==> src/rtl/x_accumulate.sv <==
// Consumer end of the X-convolution operand stream: multiplies NUM_TERMS (a, b) pairs,
// accumulates a signed Gx sum, checks calc_done alignment and publishes sum and magnitude.
module x_accumulate #(
  parameter int NUM_TERMS = 6,
  parameter int ACC_W     = 13,
  parameter int OUT_W     = 4
) (
  input  logic                    clk,
  input  logic                    n_rst,
  input  logic                    calc_enable,
  input  logic [4:0]              a,
  input  logic [4:0]              b,
  input  logic                    calc_done,
  output logic signed [ACC_W-1:0] sum,
  output logic [OUT_W-1:0]        magnitude,
  output logic                    result_valid,
  output logic                    busy,
  output logic                    seq_error
);

  // state | meaning
  // IDLE  | waiting for calc_enable; last result held on sum/magnitude
  // ACCUM | one product added per cycle, NUM_TERMS cycles
  // CHECK | selector DONE cycle; publish on calc_done, else flag seq_error
  // OUT   | result_valid pulse
  typedef enum logic [1:0] {IDLE, ACCUM, CHECK, OUT} state_t;

  localparam int CNT_W = (NUM_TERMS > 1) ? $clog2(NUM_TERMS) : 1;
  localparam logic [CNT_W-1:0] LAST_TERM = CNT_W'(NUM_TERMS - 1);
  localparam logic [ACC_W:0] MAG_MAX = (ACC_W + 1)'((1 << OUT_W) - 1);

  state_t                  state, state_nxt;
  logic signed [ACC_W-1:0] acc;
  logic [CNT_W-1:0]        count;
  logic signed [10:0]      prod;
  logic signed [ACC_W:0]   acc_x;
  logic [ACC_W:0]          acc_abs;
  logic [OUT_W-1:0]        mag_sat;

  // b is zero-extended so it stays non-negative in the signed multiply
  assign prod = $signed(a) * $signed({1'b0, b});

  // one extra bit so |-2^(ACC_W-1)| is representable before clamping
  assign acc_x   = {acc[ACC_W-1], acc};
  assign acc_abs = acc_x[ACC_W] ? $unsigned(-acc_x) : $unsigned(acc_x);
  assign mag_sat = (acc_abs > MAG_MAX) ? OUT_W'(MAG_MAX) : acc_abs[OUT_W-1:0];

  always_ff @(posedge clk or negedge n_rst) begin
    if (!n_rst) state <= IDLE;
    else        state <= state_nxt;
  end

  always_comb begin
    state_nxt = state;
    unique case (state)
      IDLE:  if (calc_enable) state_nxt = ACCUM;
      ACCUM: begin
        if (calc_done)               state_nxt = IDLE;
        else if (count == LAST_TERM) state_nxt = CHECK;
      end
      CHECK: state_nxt = calc_done ? OUT : IDLE;
      OUT:   state_nxt = IDLE;
      default: state_nxt = IDLE;
    endcase
  end

  always_comb begin
    busy         = (state == ACCUM) || (state == CHECK);
    result_valid = (state == OUT);
  end

  always_ff @(posedge clk or negedge n_rst) begin
    if (!n_rst) begin
      acc       <= '0;
      count     <= '0;
      sum       <= '0;
      magnitude <= '0;
      seq_error <= 1'b0;
    end else begin
      unique case (state)
        IDLE: begin
          if (calc_enable) begin
            acc       <= '0;
            count     <= '0;
            seq_error <= 1'b0;
          end
        end
        ACCUM: begin
          if (calc_done) begin
            seq_error <= 1'b1;
          end else begin
            acc   <= acc + ACC_W'(prod);
            count <= count + 1'b1;
          end
        end
        CHECK: begin
          if (calc_done) begin
            sum       <= acc;
            magnitude <= mag_sat;
          end else begin
            seq_error <= 1'b1;
          end
        end
        default: ;
      endcase
    end
  end

endmodule
==> config.mk <==
export PLATFORM = sky130hd
export DESIGN_NAME = x_accumulate
export DESIGN_NICKNAME = d
export VERILOG_FILES = /design/src/rtl/x_accumulate.sv
export SDC_FILE = /design/constraint.sdc
export NUM_CORES = 1
export LEC_CHECK = 0
export CAP_MARGIN = 25
export CORE_ASPECT_RATIO = 1.75
export CORE_MARGIN = 2
export CORE_UTILIZATION = 45
export DETAILED_ROUTE_END_ITERATION = 8
export GPL_ROUTABILITY_DRIVEN = 0
export PLACE_DENSITY = 0.62
export SYNTH_ARGS = -nofsm -noshare
export SYNTH_HDL_FRONTEND = slang
export SYNTH_SLANG_ARGS = --single-unit
==> constraint.sdc <==
create_clock -name clk -period 5.6 [get_ports clk]
set_input_delay 1.68 -clock clk [delete_from_list [all_inputs] [get_ports clk]]
set_output_delay 1.68 -clock clk [all_outputs]
set_load 0.02 [all_outputs]
-- Yosys cells after proc, flatten, opt, wreduce, memory -nomap -nowiden
Index checks and enable logic that the tools add are counted.
- output and inout port bits: 20
- latch bits: 0
- bits in registers: 36
- word-level logic and storage cells: 45
- memories: 0
- ROM bits: 0
- input port bits: 14
- bits in writable memories: 0
- shifts and indexed selects: 0
- multipliers: 1
- reductions and logical operators: 8
- bitwise logic cells: 0
- add/subtract/negate cells: 3
- equality and inequality tests: 9
- mux-type cells: 17
- div/mod/pow operators: 0
- order comparisons: 1
- operator list (kind ; count):
    two-way mux 13 bit ; 2
    case mux 13 bit (2 select lines) ; 1
    greater-than comparator 14 x 4 -> 1 bit (second input constant) ; 1
    two-way mux 14 bit ; 1
    negator 13 -> 14 bit ; 1
    adder 13 x 11 -> 13 bit ; 1
    multiplier 5 x 6 -> 11 bit ; 1
    two-way mux 2 bit ; 4
    != test 2 bit (second input constant) ; 4
    case mux 2 bit (4 select lines) ; 1
    two-way mux 3 bit ; 2
    case mux 3 bit (2 select lines) ; 1
    equality test 2 bit (second input constant) ; 2
    two-way mux 4 bit ; 1
    AND reduction 2 bit ; 2
    AND reduction 4 bit ; 1
    adder 3 x 1 -> 3 bit (second input constant) ; 1
    equality test 3 bit (second input constant) ; 1
    two-way mux 1 bit ; 3
    != test 3 bit (second input constant) ; 1
    case mux 1 bit (3 select lines) ; 1
    AND reduction 3 bit ; 1
    nonzero test 3 bit ; 1
    equality test 2 x 1 -> 1 bit (second input constant) ; 1
    3 further kinds ; 3

-- Longest topological paths before layout
Gate-level depths: netlist of the first run.
- depth after elaboration: 4
- depth in mapped cells: 15
- mapped depth without buffers: 14

-- Least setup slack after synthesis of the first run
No wires, ideal clock.
- path kind: input port to flip-flop
- start: input b[0]
- end: register acc[11]
- data required time: 5.469 ns
- stages on the path: 12
- path buffers: 0
- library setup time: 0.131 ns
- arrival: 5.439 ns
- slack: 0.029 ns
- path through: nand2b_1 fa_1 fa_1 inv_1 fa_1 fa_1 fa_1 a21o_1 a21o_1 a2111oi_0 or4_1 nand3_1
- word-level cells in the longest chain between the ends: 4
- RTL lines (item ; line ; text):
    from (decl) ; 12 ; input logic [4:0] b,
    multiplier 5 x 6 -> 11 bit ; 41 ; assign prod = $signed(a) * $signed({1'b0, b});
    adder 13 x 11 -> 13 bit ; 92 ; acc <= acc + ACC_W'(prod);
    two-way mux 13 bit ; 89 ; if (calc_done) begin
    case mux 13 bit (2 select lines) ; 80 ; unique case (state)
    to (signal assigned) ; 92 ;
    to (decl) ; 33 ; logic signed [ACC_W-1:0] acc;
Every way passes these cells. The select of a mux whose other input is x is not followed.
A chain may end at the register's enable or synchronous reset.

-- Worst setup path after layout of the first run
Same ends and word-level chain as after synthesis.

==> impl_summary.txt, run 1 <==
----------------------------------------------------
[Synth]
  Syn_nets ... 396
  Cell type with the largest total area after synthesis ... dfrtp_1
  Synth Cell Area ... ~3000 µm²
  Share of synthesized registers carrying an async set or reset ... 100%
  Distinct cell type count after synthesis ... 46
  Number of register bits inferred by synthesis ... 36
  Yosys warnings ... 0
  Gate Count Post-Synth ... 321
  Post-synth EDFFs ... 0
  Largest cells by area after synthesis ... dfrtp_1, ha_1, fa_1, nand2_1, inv_1
  Mean instance size in the synthesized netlist ... between 9 and 10 µm²
  Fraction of post-synthesis cell area in the top cell type by area ... approximately 30%
  Sequential share of the synthesized area ... between 20% and 30%
  Most common flop cell mapped by yosys ... dfrtp_1

[Timing]
  Number of setup violations in the final report ... 0
  Post-route clock period utilization ... 97.0%
  Largest clock skew in the final design ... a little under 0.004 ns
  Total count of hold-check failures in the final report ... 0
  Final count of pins violating max slew ... 0
  Post-route worst setup slack ... 0.168 ns
  Crit path time final ... 5.43 ns
  Setup repair after global routing missed its margin ... no
  Max-slew headroom ... a little under half
  Hold Worst Slack ... between 0.4 and 0.5 ns
  Achievable clock frequency ... between 150 and 200 MHz
  Setup tns final ... 0 ns
  Transition time at the pin with the least slew margin ... roughly 0.81 ns

[Clocking]
  Maximum clock insertion buffer count ... 2
  H-tree depth ... 2
  Clock latency at the later pin of the worst-skew pair ... about 0.28 ns
  TritonCTS clock tree ... built
  Buffer cell driving the clock tree root ... clkbuf_16
  Reg clk slew, reported paths ... around 0.050 ns
  Number of clock buffers inserted by TritonCTS ... 5
  Clock Sink Count ... 36

[Worst setup path]
  Worst Path Max Fanout ... 2
  Endpoint of the worst register-to-register path ... acc[11]$_DFFE_PN0P_
  Required time reported for the critical path endpoint ... around 5.8 ns
  R2R depth ... 13
  Type of the worst setup path ... input pin to flop
  Setup slack on the worst flop-to-flop path ... between 1.5 and 2 ns
  Crit path launch ... b[0]
  Critical Path End Type ... flop
  Startpoint types ... input pin
  Worst endpoint data arrival time ... 5.59 ns
  Launching point of the worst reg2reg path ... acc[3]$_DFFE_PN0P_
  Critical path endpoint ... acc[11]$_DFFE_PN0P_

[Power]
  Proportion of total power due to net switching ... a little over two fifths
  Part of the total power dissipated in sequential elements ... a little under a quarter
  Combinational cell fraction of total power ... between 60% and 70%
  Worst VDD drop ... about 0.24 mV
  Leakage power total ... around 1.9 nW
  Pwr Total ... 1.92 mW
  Cell Int Power ... roughly 1.1 mW
  P per Cell Area ... approximately 510 nW/µm²
  Share of power burned in the clock network ... between 10% and 20%
  Net switching component of the power ... a little over 800 µW

[Route]
  Routed wirelength normalized by instance count ... 14.0 µm
  Initial DRC count ... ~140
  Detailed-route DRC error count ... 0
  Detailed-route via count ... 2389
  Post-detailed-routing wire length ... between 6 and 7 mm
  Via density ... around 5.2
  Remaining antenna violation count ... 0
  Iteration count of the initial detailed-routing pass ... 4

[Die]
  Chip height ... around 110 µm
  Overall die width ... 65.9 µm
  Die area ... 7390 µm²
  I/O pins ... 34
  Placement row count ... 39
  Starting utilization of the core area ... approximately 46%
  Total core area ... between 6000 and 7000 µm²

[Final layout]
  Count of placed standard cells in the final layout, fillers left out ... between 400 and 500
  Synthesis-to-layout area growth ... 25.3%
  Final design instance area without fill ... ~3800 µm²
  Layout Nets ... 450
  Proportion of layout cells with a drive suffix above 1 ... 10.4%
  FILL cells ... approximately 590
  End-of-flow core utilization ... 58.2%
  Antenna cells ... 0

[Placement]
  Number of buffers added on ports ... 33
  DP Wirelength ... between 5 and 6 mm
  Pre-CTS WS ... -0.578 ns
  Placed cell area ... between 3000 and 4000 µm²
  Total placed cells including tap cells ... 450

[GRT]
  Remaining global-route overflow ... 0
  Pin count of the biggest net entering global routing ... 37
  Number of antenna violations at the first check in global routing ... 0
  Global-route wire length before repair ... roughly 12 mm
  Total routing resource utilization after global routing ... around 20%
  Number of global-route vias before repair ... 2593

[Flow run]
  Reported max-cap violation count ... 0

[Hold path]
  Worst hold path class ... flop to flop

[Run status]
  Outcome ... complete, no violations

----------------------------------------------------
[cells in the mapped netlist, types with 2 or more instances]
library cell	count
a21o_1	2
a21oi_1	13
a22o_1	6
a31oi_1	2
and2_1	13
clkbuf_1	7
dfrtp_1	36
fa_1	18
ha_1	43
inv_1	28
mux2i_1	2
nand2_1	52
nand2b_1	7
nand3_1	4
nand4_1	2
nand4b_1	2
nor2_1	16
nor2b_1	5
nor3_1	3
nor3b_1	4
nor4_1	2
o2111ai_1	2
o21ai_0	11
o21ai_1	8
o31ai_1	2
or3_1	2
xnor2_1	8
xor2_1	3
[layout make-up]
cell class                      count  area [µm²]  share of cell area [%]
Clock inverter                      2        10.0                   0.265
Timing Repair Buffer               54         489                    13.0
Tap cell                           82         103                    2.72
Clock buffer                        6         139                    3.68
Inverter                           28         105                    2.78
Multi-Input combinational cell    250        2030                    53.8
Sequential cell                    36         901                    23.8
[placed cells by master (no fill, tap or decap), drive strengths merged, types with 3 or more instances in the layout]
cell,synthesis,layout
buf,0,22
a21oi,13,13
nand3,4,4
nand2b,7,7
clkdlybuf4s50,0,31
dfrtp,36,36
clkbuf,7,6
nor2b,5,5
nand2,52,52
nor3b,4,4
nor3,3,3
ha,43,43
fa,18,18
o21ai,19,19
a22o,7,7
nor2,16,16
xnor2,8,8
xor2,3,3
and2,13,13
inv,28,28
[how the worst min path moves through the flow]
stage	start	cells past startpoint	endpoint
final	sum[5]$_DFFE_PN0P_	2	sum[5]$_DFFE_PN0P_
after global routing	sum[11]$_DFFE_PN0P_	2	sum[11]$_DFFE_PN0P_
after CTS	sum[11]$_DFFE_PN0P_	2	sum[11]$_DFFE_PN0P_
after detailed placement	sum[5]$_DFFE_PN0P_	2	sum[5]$_DFFE_PN0P_
after global placement	sum[5]$_DFFE_PN0P_	2	sum[5]$_DFFE_PN0P_
after floorplan	acc[8]$_DFFE_PN0P_	2	acc[8]$_DFFE_PN0P_
[per-layer routing]
metal | vias to the layer above | wire (µm) | track usage (%) | share of wire (%)
met5 | - | 0 | 0 | 0
met4 | 0 | 136 | 7.78 | 2.1
met3 | 9 | 154 | 2.71 | 2.4
met2 | 37 | 3620 | 36.6 | 56
met1 | 1137 | 2520 | 22.9 | 39
li1 | 1206 | - | - | -
[state kept, by name, indices dropped and copies added, names as in the netlist]
name and flops:
acc 13, count 3, magnitude 4, state 2, seq_error 1, sum 13
[power groups by stage]
| stage | sequential, mW | clock, mW | combinational (mW) |
|---|---|---|---|
| 6_report | 0.454 | 0.280 | 1.19 |
| 5_1_grt | 0.474 | 0.296 | 1.34 |
| 4_1_cts | 0.456 | 0.285 | 1.20 |
| 3_5_place_dp | 0.461 | 0 | 1.16 |
| 3_3_place_gp | 0.457 | 0 | 1.12 |
| 2_1_floorplan | 0.490 | 0 | 0.716 |
[critical path: stages]
cell	delay [ns]
clkdlybuf4s50_1	0.43
nand2b_4	0.15
fa_1	0.51
fa_1	0.55
inv_1	0.05
fa_1	0.45
fa_1	0.51
fa_2	0.36
a21o_1	0.18
a21o_1	0.19
a2111oi_4	0.31
or4_1	0.16
nand3_1	0.06
[cells by family (layout without fill, tap and decap cells)]
family / count (synthesis) / in the layout / synth area share, %
simple gates: 118 / 118 / 19.3
fa+ha+maj: 61 / 61 / 29.8
compound gates: 57 / 57 / 12.5
flops: 36 / 36 / 29.9
buf+inv: 35 / 90 / 4.36
xor+xnor: 11 / 11 / 3.20
mux: 3 / 3 / 1.04
[timing repair]
action | CTS | global route
pin swaps | 3 | 7
gates resized for setup | 6 | 4
buffers inserted | 0 | 0
hold buffers | 0 | 0
setup endpoints to repair | 3 | 5
Power figures use the tool's default switching activity.
==> run 2, diff against run 1 <==
--- a/config.mk
+++ b/config.mk
@@ -7,11 +7,12 @@
 export LEC_CHECK = 0
 export CAP_MARGIN = 25
 export CORE_ASPECT_RATIO = 1.75
-export CORE_MARGIN = 2
+export CORE_MARGIN = 10
 export CORE_UTILIZATION = 45
 export DETAILED_ROUTE_END_ITERATION = 8
 export GPL_ROUTABILITY_DRIVEN = 0
 export PLACE_DENSITY = 0.62
+export SLEW_MARGIN = 20
 export SYNTH_ARGS = -nofsm -noshare
 export SYNTH_HDL_FRONTEND = slang
 export SYNTH_SLANG_ARGS = --single-unit
==> constraint.sdc (replaced) <==
create_clock -name clk -period 6.65 [get_ports clk]
set_input_delay 1.995 -clock clk [delete_from_list [all_inputs] [get_ports clk]]
set_output_delay 1.995 -clock clk [all_outputs]
set_load 0.02 [all_outputs]
==> run 2 against run 1 <==
Net effect: clock skew about the same; critical path type unchanged; largest power group unchanged; critical path depth unchanged; sequential share of layout area increased by 1.4 points; non-clock buffer count decreased by 18; register-to-register slack improved by 0.79 ns; cell count decreased by 4.1%; via count decreased by 2.8%; setup slack improved by 0.21 ns; highest routed layer unchanged.
==> impl_summary.txt, run 2 (synthesis gave the netlist of run 1 again) <==
----------------------------------------------------
[Worst setup path]
  Worst endpoint data arrival time ... about 6.4 ns
  Type of the worst setup path ... input pin to flop
  Largest stage delay on the critical path ... approximately 0.55 ns
  Critical path, cell by cell ... clkdlybuf4s50_1 -> nand2b_1 -> fa_1 -> fa_1 -> inv_1 -> fa_1 -> fa_1 -> fa_1 -> a21o_1 -> a21o_1 -> a2111oi_0 -> or4_1 -> nand3_1
  Critical Path End Type ... flop
  Critical path's slowest cell ... fa_1
  Crit path launch ... b[0]
  Launching point of the worst reg2reg path ... acc[3]$_DFFE_PN0P_
  Setup slack on the worst flop-to-flop path ... around 2.6 ns
  Worst Path Max Fanout ... 5
  R2R depth ... 12
  Most Frequent Cell on Critical Path ... fa_1
  Required time reported for the critical path endpoint ... slightly below 7 ns
  Startpoint types ... input pin

[Power]
  Worst VDD drop ... between 0.15 and 0.2 mV
  Leakage power total ... 1.73 nW
  P per Cell Area ... roughly 420 nW/µm²

[GRT]
  Global-route track usage on met3 ... around 1.8%
  Total routing resource utilization after global routing ... 13.1%
  Number of global-route vias before repair ... between 2k and 2.5k
  Global routing met2 resource utilization ... between 20% and 30%
  Busiest metal layer after global routing ... met2
  Remaining global-route overflow ... 0
  Global-route wire length before repair ... roughly 11 mm
  Pin count of the biggest net entering global routing ... 37
  Met1 usage ... between 10% and 20%
  Number of antenna violations at the first check in global routing ... 0

[Die]
  I/O pins ... 34
  Chip height ... roughly 130 µm
  Die area ... 10500 µm²
  Total core area ... between 6000 and 7000 µm²
  Overall die width ... slightly above 80 µm
  Placement row count ... 39
  Starting utilization of the core area ... around 46%

[Final layout]
  Most common cell after layout, fill and taps aside ... nand2_1
  Highest-count cells in the layout ignoring fill and taps ... nand2_1, ha_1, dfrtp_1
  Antenna cells ... 0
  Proportion of layout cells with a drive suffix above 1 ... ~3.4%
  Layout Nets ... around 430
  Synthesis-to-layout area growth ... 18.5%
  Largest registers ... acc: 13 flops, sum: 13 flops, magnitude: 4 flops

[Flow run]
  Reported max-cap violation count ... 0

[Clocking]
  Clock Sink Count ... 36
  H-tree depth ... 2
  Reg clk slew, reported paths ... ~0.05 ns
  Number of clock buffers inserted by TritonCTS ... 5
  Count of hold buffers inserted by post-cts repair ... 0
  TritonCTS clock tree ... built
  Buffer cell driving the clock tree root ... clkbuf_16
  Clock latency at the later pin of the worst-skew pair ... 0.27 ns
  Setup Buffers After CTS ... 0
  Post-CTS sizing ... 0
  Maximum clock insertion buffer count ... 2

[Hold path]
  Worst hold path class ... flop to flop
  Hold Path Depth ... 2
  Worst Min Path Start ... sum[12]$_DFFE_PN0P_

[Timing]
  Final count of pins violating max slew ... 0
  Crit path time final ... about 6.3 ns
  Setup repair after global routing missed its margin ... no
  Transition time at the pin with the least slew margin ... between 0.7 and 0.8 ns
  Number of setup violations in the final report ... 0
  Post-route clock period utilization ... ~94%
  Total count of hold-check failures in the final report ... 0
  Post-route worst setup slack ... approximately 0.38 ns
  Setup tns final ... 0 ns
  Largest clock skew in the final design ... between 0.003 and 0.004 ns
  Achievable clock frequency ... 159 MHz
  Max-slew headroom ... between 40% and 50%

[Route]
  Remaining antenna violation count ... 0
  Iteration count of the initial detailed-routing pass ... 4
  Detailed-route DRC error count ... 0
  Routed wirelength normalized by instance count ... about 15 µm
  Detailed-route via count ... 2322
  Via density ... roughly 5.3
  Post-detailed-routing wire length ... ~6.4 mm
  Initial DRC count ... 84

[Placement]
  DP Wirelength ... 5.33 mm
  Number of buffers added on ports ... 33
  Pre-CTS WS ... between 0.05 and 0.06 ns

[Run status]
  Outcome ... complete, no violations

----------------------------------------------------
run 2: critical path: cells and delay by family:
kind,cells,cell delay [ns]
compound gates,3,0.91
simple gates,3,0.44
buf+inv,2,0.52
fa+ha+maj,5,2.56
run 2: cell type report:
| class | instances | area (µm²) |
|---|---|---|
| inverter | 28 | 105 |
| multi-input combinational | 250 | 1980 |
| clock buffer | 6 | 129 |
| sequential | 36 | 901 |
| tap | 82 | 103 |
| timing repair buffer | 36 | 348 |
| fill | 612 | 2970 |
| clock inverter | 1 | 5.00 |
run 2: where the power goes:
| part | switching, mW | total [mW] | internal, mW |
|---|---|---|---|
| combinational | 0.491 | 0.897 | 0.406 |
| clock | 0.0778 | 0.214 | 0.136 |
| sequential | 0.0812 | 0.383 | 0.301 |
| total | 0.650 | 1.49 | 0.843 |
run 2: worst paths after layout:
path | endpoint
setup / recovery | acc[11]$_DFFE_PN0P_
hold / removal | sum[12]$_DFFE_PN0P_
setup reg to reg | acc[11]$_DFFE_PN0P_
hold reg to reg | sum[12]$_DFFE_PN0P_
max in group asynchronous | magnitude[2]$_DFFE_PN0P_
min in group asynchronous | acc[10]$_DFFE_PN0P_
run 2: per-layer routing:
layer	wire (µm)	vias up
met5	0	-
met4	135	0
met3	194	8
met2	3490	37
met1	2620	1111
li1	-	1166
run 2: stage by stage:
step | hold WS (ns) | cells | util [%] | cell area (µm²) | power (mW)
after detailed placement | 0.462 | 432 | 52.6 | 3440 | 1.29
after CTS | 0.475 | 439 | 54.6 | 3570 | 1.52
after floorplan | 0.456 | 321 | - | 3010 | 1.02
after global routing | 0.494 | 439 | 54.6 | 3570 | 1.65
final | 0.468 | 439 | 54.6 | 3570 | 1.49
after global placement | 0.460 | 431 | 52.5 | 3430 | 1.26
